### config.mk
export PLATFORM = sky130hd
export DESIGN_NAME = alu_muldiv_ctrl_flat
export DESIGN_NICKNAME = d
export VERILOG_FILES = /design/src/rtl/alu_ctrl_pkg.sv /design/src/rtl/alu_muldiv_ctrl_if.sv /design/src/rtl/muldiv_core.sv /design/src/rtl/alu_muldiv_ctrl.sv /design/src/flat_wrapper.sv
export SDC_FILE = /design/constraint.sdc
export NUM_CORES = 1
export LEC_CHECK = 0
export CORE_MARGIN = 2
export CORE_UTILIZATION = 40
export DETAILED_ROUTE_END_ITERATION = 10
export SLEW_MARGIN = 20
export SYNTH_ARGS = -nofsm -noshare
export SYNTH_HDL_FRONTEND = slang
export SYNTH_SLANG_ARGS = --single-unit
### constraint.sdc
create_clock -name clk -period 3.9 [get_ports clk]
set_input_delay 0.78 -clock clk [delete_from_list [all_inputs] [get_ports clk]]
set_output_delay 0.78 -clock clk [all_outputs]
set_load 0.01 [all_outputs]
### src/rtl/alu_ctrl_pkg.sv
// alu_ctrl_pkg: shared constants for the EX-stage ALU control and the
// iterative multiply/divide unit.
//   - ALU operation codes driven to the main ALU
//   - R-type funct field values and main-control select values
//   - mul/div FSM state type
//   - is_hilo_grp(): funct belongs to the mul/div/HI-LO group
package alu_ctrl_pkg;

    localparam logic [3:0] ALU_AND = 4'b0000;
    localparam logic [3:0] ALU_OR  = 4'b0001;
    localparam logic [3:0] ALU_ADD = 4'b0010;
    localparam logic [3:0] ALU_XOR = 4'b0011;
    localparam logic [3:0] ALU_SUB = 4'b0110;
    localparam logic [3:0] ALU_SLT = 4'b0111;
    localparam logic [3:0] ALU_NOR = 4'b1100;

    localparam logic [5:0] F_MFHI  = 6'b010000;
    localparam logic [5:0] F_MTHI  = 6'b010001;
    localparam logic [5:0] F_MFLO  = 6'b010010;
    localparam logic [5:0] F_MTLO  = 6'b010011;
    localparam logic [5:0] F_MULT  = 6'b011000;
    localparam logic [5:0] F_MULTU = 6'b011001;
    localparam logic [5:0] F_DIV   = 6'b011010;
    localparam logic [5:0] F_DIVU  = 6'b011011;
    localparam logic [5:0] F_ADD   = 6'b100000;
    localparam logic [5:0] F_ADDU  = 6'b100001;
    localparam logic [5:0] F_SUB   = 6'b100010;
    localparam logic [5:0] F_SUBU  = 6'b100011;
    localparam logic [5:0] F_AND   = 6'b100100;
    localparam logic [5:0] F_OR    = 6'b100101;
    localparam logic [5:0] F_XOR   = 6'b100110;
    localparam logic [5:0] F_NOR   = 6'b100111;
    localparam logic [5:0] F_SLT   = 6'b101010;

    localparam logic [2:0] SEL_RTYPE = 3'b000;
    localparam logic [2:0] SEL_ADD   = 3'b001;
    localparam logic [2:0] SEL_SUB   = 3'b010;
    localparam logic [2:0] SEL_AND   = 3'b011;
    localparam logic [2:0] SEL_OR    = 3'b100;
    localparam logic [2:0] SEL_SLT   = 3'b101;

    typedef enum logic [1:0] {IDLE, MUL, DIV, FIX} md_state_e;

    // 0100xx: mfhi/mthi/mflo/mtlo, 0110xx: mult/multu/div/divu
    function automatic logic is_hilo_grp(input logic [5:0] f);
        return (f[5:2] == 4'b0100) || (f[5:2] == 4'b0110);
    endfunction

endpackage

### src/rtl/alu_muldiv_ctrl_if.sv
// alu_muldiv_ctrl_if: EX-stage bundle between the main control unit and
// the ALU control / mul-div block.
//   master: drives valid, sel, funct, rs_val, rt_val; reads the results
//   slave : the ALU control block (alu_op, illegal, md_busy, stall,
//           hilo_rdata, hi, lo)
interface alu_muldiv_ctrl_if #(parameter int WIDTH = 32);

    logic             valid;
    logic [2:0]       sel;
    logic [5:0]       funct;
    logic [WIDTH-1:0] rs_val;
    logic [WIDTH-1:0] rt_val;
    logic [3:0]       alu_op;
    logic             illegal;
    logic             md_busy;
    logic             stall;
    logic [WIDTH-1:0] hilo_rdata;
    logic [WIDTH-1:0] hi;
    logic [WIDTH-1:0] lo;

    modport master (
        output valid, sel, funct, rs_val, rt_val,
        input  alu_op, illegal, md_busy, stall, hilo_rdata, hi, lo
    );

    modport slave (
        input  valid, sel, funct, rs_val, rt_val,
        output alu_op, illegal, md_busy, stall, hilo_rdata, hi, lo
    );

endinterface

### src/rtl/muldiv_core.sv
// muldiv_core: iterative WIDTH-bit multiply / restoring divide.
//   clk, rst_n      : clock, async active-low reset
//   start           : begin an operation (only honoured in IDLE)
//   is_signed       : signed operands (mult/div)
//   is_div          : divide instead of multiply
//   a, b            : rs (multiplicand/dividend), rt (multiplier/divisor)
//   busy            : registered, high from the start edge through FIX
//   done            : FIX state; res_hi/res_lo are valid this cycle
//   res_hi, res_lo  : sign-corrected result (HI:LO product, or rem:quot)
// Signed operations run on magnitudes; signs are applied in FIX.
module muldiv_core
    import alu_ctrl_pkg::*;
#(
    parameter int WIDTH = 32
) (
    input  logic             clk,
    input  logic             rst_n,
    input  logic             start,
    input  logic             is_signed,
    input  logic             is_div,
    input  logic [WIDTH-1:0] a,
    input  logic [WIDTH-1:0] b,
    output logic             busy,
    output logic             done,
    output logic [WIDTH-1:0] res_hi,
    output logic [WIDTH-1:0] res_lo
);

    localparam int CW = $clog2(WIDTH);

    md_state_e        state;
    logic [CW-1:0]    cnt;
    // acc: product high half / partial remainder
    // sreg: multiplier shifting out, product low half / dividend -> quotient
    // opnd: multiplicand / divisor
    logic [WIDTH-1:0] acc, sreg, opnd;
    logic             neg_q;     // negate product or quotient
    logic             neg_r;     // negate remainder (dividend sign)
    logic             dz;        // divide by zero: quotient forced to all ones
    logic             div_op;

    logic [WIDTH-1:0]   mag_a, mag_b;
    logic [WIDTH:0]     msum, shifted, diff;
    logic [2*WIDTH-1:0] prod, prod_c;
    logic [WIDTH-1:0]   quo_c, rem_c;

    always_comb begin
        mag_a   = (is_signed && a[WIDTH-1]) ? (~a + 1'b1) : a;
        mag_b   = (is_signed && b[WIDTH-1]) ? (~b + 1'b1) : b;
        msum    = {1'b0, acc} + {1'b0, (sreg[0] ? opnd : {WIDTH{1'b0}})};
        shifted = {acc, sreg[WIDTH-1]};
        diff    = shifted - {1'b0, opnd};
        prod    = {acc, sreg};
        prod_c  = neg_q ? (~prod + 1'b1) : prod;
        quo_c   = dz ? {WIDTH{1'b1}} : (neg_q ? (~sreg + 1'b1) : sreg);
        rem_c   = neg_r ? (~acc + 1'b1) : acc;
        res_hi  = div_op ? rem_c : prod_c[2*WIDTH-1:WIDTH];
        res_lo  = div_op ? quo_c : prod_c[WIDTH-1:0];
    end

    assign done = (state == FIX);

    always_ff @(posedge clk or negedge rst_n) begin
        if (!rst_n) begin
            state  <= IDLE;
            cnt    <= '0;
            acc    <= '0;
            sreg   <= '0;
            opnd   <= '0;
            neg_q  <= 1'b0;
            neg_r  <= 1'b0;
            dz     <= 1'b0;
            div_op <= 1'b0;
            busy   <= 1'b0;
        end else begin
            case (state)
                IDLE: begin
                    if (start) begin
                        acc    <= '0;
                        sreg   <= is_div ? mag_a : mag_b;
                        opnd   <= is_div ? mag_b : mag_a;
                        neg_q  <= is_signed && (a[WIDTH-1] ^ b[WIDTH-1]);
                        neg_r  <= is_signed && a[WIDTH-1];
                        dz     <= is_div && (b == '0);
                        div_op <= is_div;
                        cnt    <= '0;
                        busy   <= 1'b1;
                        state  <= is_div ? DIV : MUL;
                    end
                end
                MUL: begin
                    {acc, sreg} <= {msum, sreg[WIDTH-1:1]};
                    cnt         <= cnt + 1'b1;
                    if (cnt == CW'(WIDTH - 1)) state <= FIX;
                end
                DIV: begin
                    // restore by keeping the shifted remainder when the trial subtract borrows
                    acc  <= diff[WIDTH] ? shifted[WIDTH-1:0] : diff[WIDTH-1:0];
                    sreg <= {sreg[WIDTH-2:0], ~diff[WIDTH]};
                    cnt  <= cnt + 1'b1;
                    if (cnt == CW'(WIDTH - 1)) state <= FIX;
                end
                FIX: begin
                    busy  <= 1'b0;
                    state <= IDLE;
                end
                default: state <= IDLE;
            endcase
        end
    end

endmodule

### src/rtl/alu_muldiv_ctrl.sv
// alu_muldiv_ctrl: EX-stage ALU control with multiply/divide and HI/LO.
//   clk, rst_n : clock, async active-low reset
//   bus        : slave side of alu_muldiv_ctrl_if
//     in : valid, sel, funct, rs_val, rt_val
//     out: alu_op, illegal, stall, hilo_rdata (combinational)
//          md_busy, hi, lo (registered)
// Decode, stall and the HI/LO write port live here; the iterative
// datapath lives in muldiv_core.
module alu_muldiv_ctrl
    import alu_ctrl_pkg::*;
#(
    parameter int WIDTH = 32
) (
    input  logic              clk,
    input  logic              rst_n,
    alu_muldiv_ctrl_if.slave  bus
);

    logic             rtype, grp, accept, start, is_signed, is_div;
    logic             md_busy, md_done;
    logic [WIDTH-1:0] res_hi, res_lo;
    logic [WIDTH-1:0] hi_q, lo_q;

    assign rtype = (bus.sel == SEL_RTYPE);
    assign grp   = is_hilo_grp(bus.funct);
    // a HI/LO-group instruction is only taken when the unit is free
    assign accept    = bus.valid && rtype && !md_busy;
    assign start     = accept && (bus.funct == F_MULT || bus.funct == F_MULTU ||
                                  bus.funct == F_DIV  || bus.funct == F_DIVU);
    assign is_signed = (bus.funct == F_MULT) || (bus.funct == F_DIV);
    assign is_div    = (bus.funct == F_DIV)  || (bus.funct == F_DIVU);

    always_comb begin
        bus.alu_op  = ALU_ADD;
        bus.illegal = 1'b0;
        case (bus.sel)
            SEL_RTYPE: begin
                case (bus.funct)
                    F_ADD, F_ADDU: bus.alu_op = ALU_ADD;
                    F_SUB, F_SUBU: bus.alu_op = ALU_SUB;
                    F_AND:         bus.alu_op = ALU_AND;
                    F_OR:          bus.alu_op = ALU_OR;
                    F_XOR:         bus.alu_op = ALU_XOR;
                    F_NOR:         bus.alu_op = ALU_NOR;
                    F_SLT:         bus.alu_op = ALU_SLT;
                    default:       bus.illegal = bus.valid && !grp;
                endcase
            end
            SEL_ADD: bus.alu_op = ALU_ADD;
            SEL_SUB: bus.alu_op = ALU_SUB;
            SEL_AND: bus.alu_op = ALU_AND;
            SEL_OR:  bus.alu_op = ALU_OR;
            SEL_SLT: bus.alu_op = ALU_SLT;
            default: bus.alu_op = ALU_ADD;
        endcase
    end

    always_comb begin
        bus.hilo_rdata = '0;
        if (rtype && bus.funct == F_MFHI) bus.hilo_rdata = hi_q;
        if (rtype && bus.funct == F_MFLO) bus.hilo_rdata = lo_q;
    end

    assign bus.stall   = bus.valid && rtype && grp && md_busy;
    assign bus.md_busy = md_busy;
    assign bus.hi      = hi_q;
    assign bus.lo      = lo_q;

    // done and an accepted mthi/mtlo never coincide: busy is high in FIX
    always_ff @(posedge clk or negedge rst_n) begin
        if (!rst_n) begin
            hi_q <= '0;
            lo_q <= '0;
        end else if (md_done) begin
            hi_q <= res_hi;
            lo_q <= res_lo;
        end else if (accept && bus.funct == F_MTHI) begin
            hi_q <= bus.rs_val;
        end else if (accept && bus.funct == F_MTLO) begin
            lo_q <= bus.rs_val;
        end
    end

    muldiv_core #(.WIDTH(WIDTH)) u_core (
        .clk       (clk),
        .rst_n     (rst_n),
        .start     (start),
        .is_signed (is_signed),
        .is_div    (is_div),
        .a         (bus.rs_val),
        .b         (bus.rt_val),
        .busy      (md_busy),
        .done      (md_done),
        .res_hi    (res_hi),
        .res_lo    (res_lo)
    );

endmodule

### src/flat_wrapper.sv
// flat-port wrapper written by rule: the top's interface ports become plain ports
module alu_muldiv_ctrl_flat import alu_ctrl_pkg::*;
#(
    parameter int WIDTH = 32
)
  (clk, rst_n, bus_valid, bus_sel, bus_funct, bus_rs_val, bus_rt_val, bus_alu_op, bus_illegal, bus_md_busy, bus_stall, bus_hilo_rdata, bus_hi, bus_lo);
  alu_muldiv_ctrl_if #(.WIDTH(WIDTH)) bus_i ();
  input  logic clk;
  input  logic rst_n;
  input wire logic [$bits(bus_i.valid)-1:0] bus_valid;
  input wire logic [$bits(bus_i.sel)-1:0] bus_sel;
  input wire logic [$bits(bus_i.funct)-1:0] bus_funct;
  input wire logic [$bits(bus_i.rs_val)-1:0] bus_rs_val;
  input wire logic [$bits(bus_i.rt_val)-1:0] bus_rt_val;
  output wire logic [$bits(bus_i.alu_op)-1:0] bus_alu_op;
  output wire logic [$bits(bus_i.illegal)-1:0] bus_illegal;
  output wire logic [$bits(bus_i.md_busy)-1:0] bus_md_busy;
  output wire logic [$bits(bus_i.stall)-1:0] bus_stall;
  output wire logic [$bits(bus_i.hilo_rdata)-1:0] bus_hilo_rdata;
  output wire logic [$bits(bus_i.hi)-1:0] bus_hi;
  output wire logic [$bits(bus_i.lo)-1:0] bus_lo;
  assign bus_i.valid = bus_valid;
  assign bus_i.sel = bus_sel;
  assign bus_i.funct = bus_funct;
  assign bus_i.rs_val = bus_rs_val;
  assign bus_i.rt_val = bus_rt_val;
  assign bus_alu_op = bus_i.alu_op;
  assign bus_illegal = bus_i.illegal;
  assign bus_md_busy = bus_i.md_busy;
  assign bus_stall = bus_i.stall;
  assign bus_hilo_rdata = bus_i.hilo_rdata;
  assign bus_hi = bus_i.hi;
  assign bus_lo = bus_i.lo;
  alu_muldiv_ctrl #(.WIDTH(WIDTH)) u_core (.clk(clk), .rst_n(rst_n), .bus(bus_i));
endmodule
==> results.md, run 1 <==
- Worst Tran Pin Value: 928 ps
- Outcome: completed
- Overall via count from detail_route: 16300
- Slew Limit Fails: 0
- Post-Route WL: 64500 um
- CP Capture Point: bus_hilo_rdata[21]
- Total congestion overflow: 0
- Post-synthesis cell type count: 89
- Max-cap violation count: 0
- Async SR Flop Fraction: 1.00
- Clock Sinks: 172
- Row Count: 71
- Die span in x: 200 um
- Post-DP HPWL: 50500 um
- Reg-to-Reg Start: u_core.u_core.sreg[0]$_DFFE_PN0P_
- Fin crit period: 3770 ps
- TritonCTS clock tree: done
- Worst VDD drop: 0.205 mV
- CTS Hold Bufs: 0
- R2R setup slack: 210 ps
- Number of global-route vias before repair: 15400
- Commonest cells after routing, fill and taps aside: a21oi_1 (178), clkdlybuf4s50_1 (177), nor2_1 (173)
- Commonest non-fill, non-tap cell in the layout: a21oi_1
- Initial antenna violation count: 0
- CP arrival: 2990 ps
- Design Power: 4.10 mW
- Layout cells sized above 1: 0.108
- Clk_skew: 12.9 ps
- Fin nets: 2284
- Fin crit share: 0.968
- PortBufs: 178
- Die Height: 200 um
- First-pass GRT wire length: 98100 um
- CTS root buffer: clkbuf_16
- Final non-filler cell total: 2656
- Worst setup path category: in2out
- Num ports: 179
- Mapped Cells: 1906
- Crit. Startpoint: bus_sel[2]
- Latest clock arrival within the worst-skew pair: 460 ps
- Drt first pass iters: 6
- Fill cells: 3697
- Vias per inst: 6.13
- Antenna fix cells: 0
- EDFF count, synth: 0
- Setup tns final: 0 ps
- Avg Inst Size Synth: 8.09 um^2
- CP startpoint kind: input pin
- RSZ-0062 raised after global routing: false
- Die ar.: 40200 um^2
- CP endpoint kind: primary output
- Rel. slew slack: 0.381
- #FFs+latches synth: 172
- Core Footprint: 37800 um^2
- Largest net degree at the start of global routing: 77
- Syn Std Cell Area: 15400 um^2
- Top FF cell, synth: dfrtp_1
- Leak: 8.34 nW
- Drt initial violations: 1855
- Reg2Reg Depth: 15
- CP max FO: 32
- Fmax: 265 MHz
- GPL Wtd Cong: 0.958
- WP data required: 3120 ps
- Clock slew at reported path FFs: 80 ps
- DRC errors left: 0
- Area growth syn-to-layout: 25.3%
- Cell area power density: 212 nW/um^2
- GRT Resource Usage Total: 0.317
- Crit Reg-Reg Endpoint: u_core.u_core.acc[28]$_DFFE_PN0P_
- CTS max path bufs: 2
- Worst hold-check path type: in2async
- Wirelength per Cell: 24.3 um
- Dpl ws: 16.0 ps
- H-tree levels: 4
- Placed Cells incl. Taps: 2624
- Initial Utilization: 0.408
- Final ANT Viol Nets: 0
- Sequential area share after synthesis: 0.279
- Setup Viol. Count Final: 0
- Final hold vios: 0
- Worst setup margin: 125 ps
- Yosys warns: 0
- Net Count, Synth: 2058
- TritonCTS buffer count: 17
metal layers:
layer	global-route usage	part of all wire	wire, um	up-vias
met3	0.0547	0.085	5470	70
met4	0.0926	0.026	1700	0
li1	-	-	-	7472
met2	0.482	0.43	28000	791
met1	0.458	0.45	29300	7938
met5	0	0	0	-
cell families after synthesis:
kind of cell / share of synthesized area
buffers and inverters: 0.0463
flip-flops: 0.279
XOR/XNOR: 0.0994
AND/OR/NAND/NOR: 0.185
AO/OA/AOI/OAI: 0.287
multiplexers: 0.0417
adder cells (fa/ha/maj): 0.0626
power breakdown:
group / switching [mW] / internal [mW] / total [mW]
registers: 0.0136 / 1.79 / 1.80
clock network: 0.851 / 1.06 / 1.91
logic: 0.231 / 0.156 / 0.387
through the flow:
step	utilization	hold WS [ps]	cell area, um^2
after floorplan	-	439	15400
after CTS	0.511	422	19300
after global routing	0.511	455	19300
after global placement	0.494	458	18700
after detailed placement	0.494	464	18700
final	0.511	403	19300
how the worst min path moves through the flow:
stage / startpoint / end / slack, ps
after floorplan: u_core.u_core.opnd[31]$_DFFE_PN0P_ / u_core.u_core.opnd[31]$_DFFE_PN0P_ / 440
after global placement: u_core.u_core.opnd[31]$_DFFE_PN0P_ / u_core.u_core.opnd[31]$_DFFE_PN0P_ / 460
after detailed placement: u_core.u_core.opnd[31]$_DFFE_PN0P_ / u_core.u_core.opnd[31]$_DFFE_PN0P_ / 460
after CTS: rst_n / u_core.u_core.acc[8]$_DFFE_PN0P_ / 420
after global routing: rst_n / u_core.u_core.acc[5]$_DFFE_PN0P_ / 450
final: rst_n / u_core.u_core.acc[8]$_DFFE_PN0P_ / 400
registers in the layout, indices dropped and copies added (netlist names), 2 cells and up:
name                 count
u_core.u_core.acc       32
u_core.u_core.sreg      32
u_core.u_core.state      2
u_core.bus.lo           32
u_core.u_core.opnd      32
u_core.bus.hi           32
u_core.u_core.cnt        5
timing repair:
item,4_1_cts,5_1_grt
setup endpoints to repair,0,32
gates resized for setup,0,1
setup buffers,0,0
hold endpoints to repair,0,0
worst max-delay path, cell delays in order:
cell             delay, ps
clkdlybuf4s50_1        490
nor3_2                 310
nand2_1                170
nor4_2                 290
buf_12                 230
a22o_1                 170
clkdlybuf4s50_1        530
final cells by class:
class,instances,area (um^2),share of cell area
multi-input combinational,1554,10500,0.543
sequential,172,4300,0.223
timing repair buffer,327,3040,0.157
tap,511,639,0.0331
clock buffer,19,453,0.0234
inverter,60,225,0.0117
clock inverter,13,179,0.00926
synthesized netlist by cell type, drive strengths merged (8+ instances only):
library cell | count | area share
a211oi | 46 | 0.022
a21o | 22 | 0.011
a21oi | 179 | 0.058
a221o | 35 | 0.023
a22o | 44 | 0.025
a22oi | 29 | 0.014
a31oi | 14 | 0.0057
and2 | 13 | 0.0053
and3 | 13 | 0.0053
buf | 21 | 0.0076
clkbuf | 99 | 0.024
dfrtp | 172 | 0.28
ha | 74 | 0.060
inv | 60 | 0.015
mux2i | 62 | 0.040
nand2 | 151 | 0.037
nand2b | 16 | 0.0065
nand3 | 28 | 0.0091
nand4 | 9 | 0.0036
nor2 | 176 | 0.043
nor2b | 43 | 0.017
nor3 | 46 | 0.016
nor4 | 13 | 0.0067
o211ai | 11 | 0.0054
o21a | 8 | 0.0039
o21ai | 164 | 0.054
o221ai | 21 | 0.012
o31ai | 27 | 0.014
o41ai | 13 | 0.0088
or3 | 25 | 0.011
or4 | 13 | 0.0078
xnor2 | 82 | 0.047
xor2 | 93 | 0.053
Note: power is estimated with default switching activity, not from simulation.
==> run 2: changes to the inputs <==
--- a/config.mk
+++ b/config.mk
@@ -7,7 +7,9 @@
 export LEC_CHECK = 0
 export CORE_MARGIN = 2
 export CORE_UTILIZATION = 40
+export CTS_CLUSTER_SIZE = 25
 export DETAILED_ROUTE_END_ITERATION = 10
+export SETUP_SLACK_MARGIN = 0.15
 export SLEW_MARGIN = 20
 export SYNTH_ARGS = -nofsm -noshare
 export SYNTH_HDL_FRONTEND = slang
==> run 2 against run 1 <==
  * First-iteration DRC count rose by 2.1%
  * Global-route usage is essentially flat
  * Clock skew increased by 1.8 ps
  * Via count shrank 0.28%
==> results.md, run 2 (synthesis gave the netlist of run 1 again) <==
- Core Footprint: 37800 um^2
- Fin crit share: 0.940
- Slew Limit Fails: 0
- CP endpoint kind: primary output
- Antenna fix cells: 0
- Worst hold-check path type: in2async
- Post-Route WL: 64500 um
- Max-cap violation count: 0
- Slowest CP cell: clkdlybuf4s50_1
- Die span in x: 200 um
- Final non-filler cell total: 2656
- Vias per inst: 6.11
- R2R setup slack: 280 ps
- Total congestion overflow: 0
- Drt first pass iters: 6
- Clock power share: 0.467
- Wirelength per Cell: 24.3 um
- Die ar.: 40200 um^2
- Worst path cell trace: clkdlybuf4s50_1 -> nor3_4 -> nand2_2 -> nor4_4 -> buf_12 -> a22o_1 -> clkdlybuf4s50_1
- CP top delay family: buffers and inverters
- CTS max path bufs: 2
- First-pass GRT wire length: 98100 um
- Outcome: completed
- CP arrival: 2880 ps
- Crit Reg-Reg Endpoint: u_core.u_core.acc[29]$_DFFE_PN0P_
- Initial Utilization: 0.408
- Final hold vios: 0
- Layout cells sized above 1: 0.111
- WP data required: 3120 ps
- Clock slew at reported path FFs: 80 ps
- TritonCTS buffer count: 17
- Row Count: 71
- Crit. Startpoint: bus_sel[2]
- RSZ-0062 raised after global routing: false
- Final ANT Viol Nets: 0
- Clock Sinks: 172
- Rel. slew slack: 0.369
- Fmax: 273 MHz
- TritonCTS clock tree: done
- GPL Wtd Cong: 0.958
- Setup Viol. Count Final: 0
- Design Power: 4.11 mW
- CP max FO: 32
- Flop pwr share: 0.439
- Commonest cells after routing, fill and taps aside: a21oi_1 (177), clkdlybuf4s50_1 (177), nor2_1 (173)
- Setup repair bufs after CTS: 0
- Leak: 8.35 nW
- Post-DP HPWL: 50500 um
- Fin nets: 2284
- Gate power share: 0.095
- Internal cell power: 3.01 mW
- Max incr delay on CP: 530 ps
- Number of global-route vias before repair: 15400
- Setup tns final: 0 ps
- Latest clock arrival within the worst-skew pair: 460 ps
- CP startpoint kind: input pin
- Largest net degree at the start of global routing: 77
- Critical path buffers and inverters: 3
- Placed Cells incl. Taps: 2624
- Fin crit period: 3660 ps
- GRT Resource Usage Total: 0.317
- PortBufs: 178
- CTS root buffer: clkbuf_16
- Cell area power density: 212 nW/um^2
- DRC errors left: 0
- Die Height: 200 um
- Overall via count from detail_route: 16200
- H-tree levels: 4
- Initial antenna violation count: 0
- Worst Tran Pin Value: 947 ps
- Most used cell, CP: clkdlybuf4s50_1
- Reg-to-Reg Start: u_core.u_core.sreg[0]$_DFFE_PN0P_
- Drt initial violations: 1894
- Reg2Reg Depth: 15
- Worst VDD drop: 0.206 mV
- Clk_skew: 14.7 ps
- Num ports: 179
- Worst setup path category: in2out
- Area growth syn-to-layout: 25.5%
- NetSw: 1.10 mW
- Net Sw Frac: 0.268
## run 2: cell counts in the layout (fill, tap and decap cells not counted)
No cell type changed its count.
## run 2: area by class of cell
type / instances / area, um^2
clock buffer: 19 / 453
clock inverter: 13 / 179
fill: 3694 / 18500
inverter: 60 / 225
multi-input combinational: 1554 / 10500
sequential: 172 / 4310
tap: 511 / 639
timing repair buffer: 327 / 3040
## run 2: layer usage
layer / up-vias / GRT usage / wire [um]
met2: 827 / 0.483 / 28000
met3: 69 / 0.0547 / 6260
li1: 7460 / - / -
met5: - / 0 / 0
met1: 7869 / 0.458 / 28500
met4: 0 / 0.0926 / 1710
## run 2: worst max-delay path by stage
| stage | end | slack (ps) | cells past startpoint |
|---|---|---|---|
| finish | bus_hilo_rdata[21] | 240 | 7 |
| global route | u_core.bus.hi[28]$_DFFE_PN0P_ | 160 | 9 |
| global placement | u_core.u_core.sreg[25]$_DFFE_PN0P_ | 90 | 10 |
| detailed placement | bus_hilo_rdata[21] | 20 | 7 |
| CTS | bus_hilo_rdata[21] | 190 | 7 |
| floorplan | bus_hilo_rdata[10] | 720 | 6 |
## run 2: power by group through the flow
| stage | Clock [mW] | Sequential [mW] | Combinational [mW] |
|---|---|---|---|
| 6_report | 1.92 | 1.80 | 0.388 |
| 3_3_place_gp | 0 | 1.84 | 0.375 |
| 4_1_cts | 1.93 | 1.80 | 0.378 |
| 5_1_grt | 1.99 | 1.80 | 0.412 |
| 2_1_floorplan | 0 | 1.83 | 0.112 |
| 3_5_place_dp | 0 | 1.84 | 0.375 |
## run 2: what timing repair did
item | 4_1_cts | 5_1_grt
endpoints found under the setup margin | 32 | 35
hold buffers | 0 | 0
gates resized for setup | 2 | 8
## run 2: stage by stage
stage               instance area (um^2)  hold slack (ps)  setup slack (ps)  utilization
global route                       19400              455               160        0.512
CTS                                19300              422               186        0.511
finish                             19400              396               235        0.512
global placement                   18700              458              87.1        0.494
floorplan                          15400              439               720            -
detailed placement                 18700              464              16.0        0.494
==> run 3: changes to the inputs <==
--- a/config.mk
+++ b/config.mk
@@ -9,6 +9,7 @@
 export CORE_UTILIZATION = 40
 export CTS_CLUSTER_SIZE = 25
 export DETAILED_ROUTE_END_ITERATION = 10
+export MAX_ROUTING_LAYER = met4
 export SETUP_SLACK_MARGIN = 0.15
 export SLEW_MARGIN = 20
 export SYNTH_ARGS = -nofsm -noshare
==> run 3 against run 2 <==
  * Clock skew is 2.5 ps higher
  * Combinational power about the same
  * Worst hold slack better by 2.6 ps
  * Sequential cell count stayed put
  * First-iteration DRC count fell by 10%
  * Final area decreased by 0.34%
  * Largest cell class unchanged
==> results.md, run 3 (synthesis gave the netlist of run 1 again) <==
- Clock slew at reported path FFs: 70 ps
- Reg2Reg Depth: 15
- Commonest non-fill, non-tap cell in the layout: clkdlybuf4s50_1
- Cell area power density: 208 nW/um^2
- Max-cap violation count: 0
- Num ports: 179
- Slew Limit Fails: 0
- Wirelength per Cell: 24.4 um
- Setup tns final: 0 ps
- Clk_skew: 17.2 ps
- Max incr delay on CP: 530 ps
- Row Count: 71
- Clock Sinks: 172
- Worst path cell trace: clkdlybuf4s50_1 -> nor3_4 -> nand2_2 -> nor4_4 -> buf_12 -> a22o_1 -> clkdlybuf4s50_1
- CTS max path bufs: 2
- CP endpoint kind: primary output
- Final Util: 0.510
- Overall via count from detail_route: 16500
- Layout cells sized above 1: 0.108
- DRC errors left: 0
- Leak: 8.31 nW
- Fin crit period: 3660 ps
- Slowest CP cell: clkdlybuf4s50_1
- Final ANT Viol Nets: 0
- Latest clock arrival within the worst-skew pair: 460 ps
- PortBufs: 178
- Worst Tran Pin Value: 824 ps
- Worst VDD drop: 0.248 mV
- Rel. slew slack: 0.451
- Total congestion overflow: 0
- Setup Viol. Count Final: 0
- Drt initial violations: 1704
- Worst hold-check path type: in2async
- First-pass GRT wire length: 97300 um
- CP max FO: 32
- Fill cells: 3696
- Die ar.: 40200 um^2
- Drt first pass iters: 6
- Vias per inst: 6.21
- RSZ-0062 raised after global routing: false
- Largest net degree at the start of global routing: 72
- Reg-to-Reg Start: u_core.u_core.sreg[31]$_DFFE_PN0P_
- Initial antenna violation count: 1
- Commonest cells after routing, fill and taps aside: clkdlybuf4s50_1 (177), a21oi_1 (176), nor2_1 (173)
- Final hold vios: 0
- TritonCTS buffer count: 17
- TritonCTS clock tree: done
- Initial Utilization: 0.408
- Worst setup path category: in2out
- R2R setup slack: 340 ps
- Design Power: 4.01 mW
- H-tree levels: 4
- CTS root buffer: clkbuf_16
- Most used cell, CP: clkdlybuf4s50_1
- Outcome: completed
- GPL Wtd Cong: 0.992
- Die span in x: 200 um
- WP data required: 3120 ps
- Core Footprint: 37800 um^2
- GRT Resource Usage Total: 0.325
- CP startpoint kind: input pin
- Fin nets: 2279
- Die Height: 200 um
- Number of global-route vias before repair: 15200
- CP arrival: 2880 ps
- Crit Reg-Reg Endpoint: u_core.u_core.acc[2]$_DFFE_PN0P_
- Fmax: 273 MHz
- Post-Route WL: 64600 um
- Setup repair bufs after CTS: 0
- Area growth syn-to-layout: 25.1%
- Post-DP HPWL: 50500 um
- Fin crit share: 0.939
-- run 3: repair_timing --
action	4_1_cts	5_1_grt
pin swaps	0	0
endpoints found under the hold margin	0	0
endpoints found under the setup margin	32	40
hold buffers	0	0
resized for setup	2	8
-- run 3: through the flow --
step                      worst slack (ps)  cells  instance area [um^2]  hold WS (ps)
final                                  237   2652                 19300           399
after global routing                   154   2652                 19300           458
after CTS                              176   2651                 19300           423
after detailed placement              42.5   2619                 18700           481
after global placement                71.6   2619                 18700           454
after floorplan                        720   1906                 15400           439
-- run 3: worst max-delay path by stage --
stage,cells after the start,slack (ps),start,end
2_1_floorplan,6,720,bus_funct[2],bus_hilo_rdata[10]
5_1_grt,6,150,bus_funct[0],bus_hilo_rdata[26]
3_5_place_dp,7,40,bus_sel[2],bus_hilo_rdata[17]
6_report,7,240,bus_sel[2],bus_hilo_rdata[17]
4_1_cts,7,180,bus_funct[4],bus_hilo_rdata[2]
3_3_place_gp,11,70,bus_funct[2],u_core.u_core.sreg[12]$_DFFE_PN0P_
-- run 3: worst max-delay path, delay by kind of cell --
family / cells / cell delay, ps
buf+inv: 3 / 1270
simple gates: 3 / 630
compound gates: 1 / 160
-- run 3: layer usage --
metal  wire (um)  GRT usage  up-vias
li1            -          -     7462
met1       29800      0.465     7990
met2       26500      0.452      893
met3        5590     0.0558      126
met4        2750      0.131        0
met5           0          -        -
-- run 3: layout make-up --
type                       instances  area [um^2]  share of cell area
tap                              511          639              0.0331
timing repair buffer             322         3000               0.156
inverter                          60          225              0.0117
sequential                       172         4310               0.223
clock inverter                    10          128             0.00661
clock buffer                      22          474              0.0246
antenna                            1         2.50            0.000130
multi-input combinational       1554        10500               0.545
-- run 3: power breakdown --
group	switching (mW)	internal (mW)	leakage, nW
clock	0.808	1.01	0.294
sequential	0.0135	1.79	2.20
combinational	0.233	0.154	5.82
total	1.06	2.95	8.31
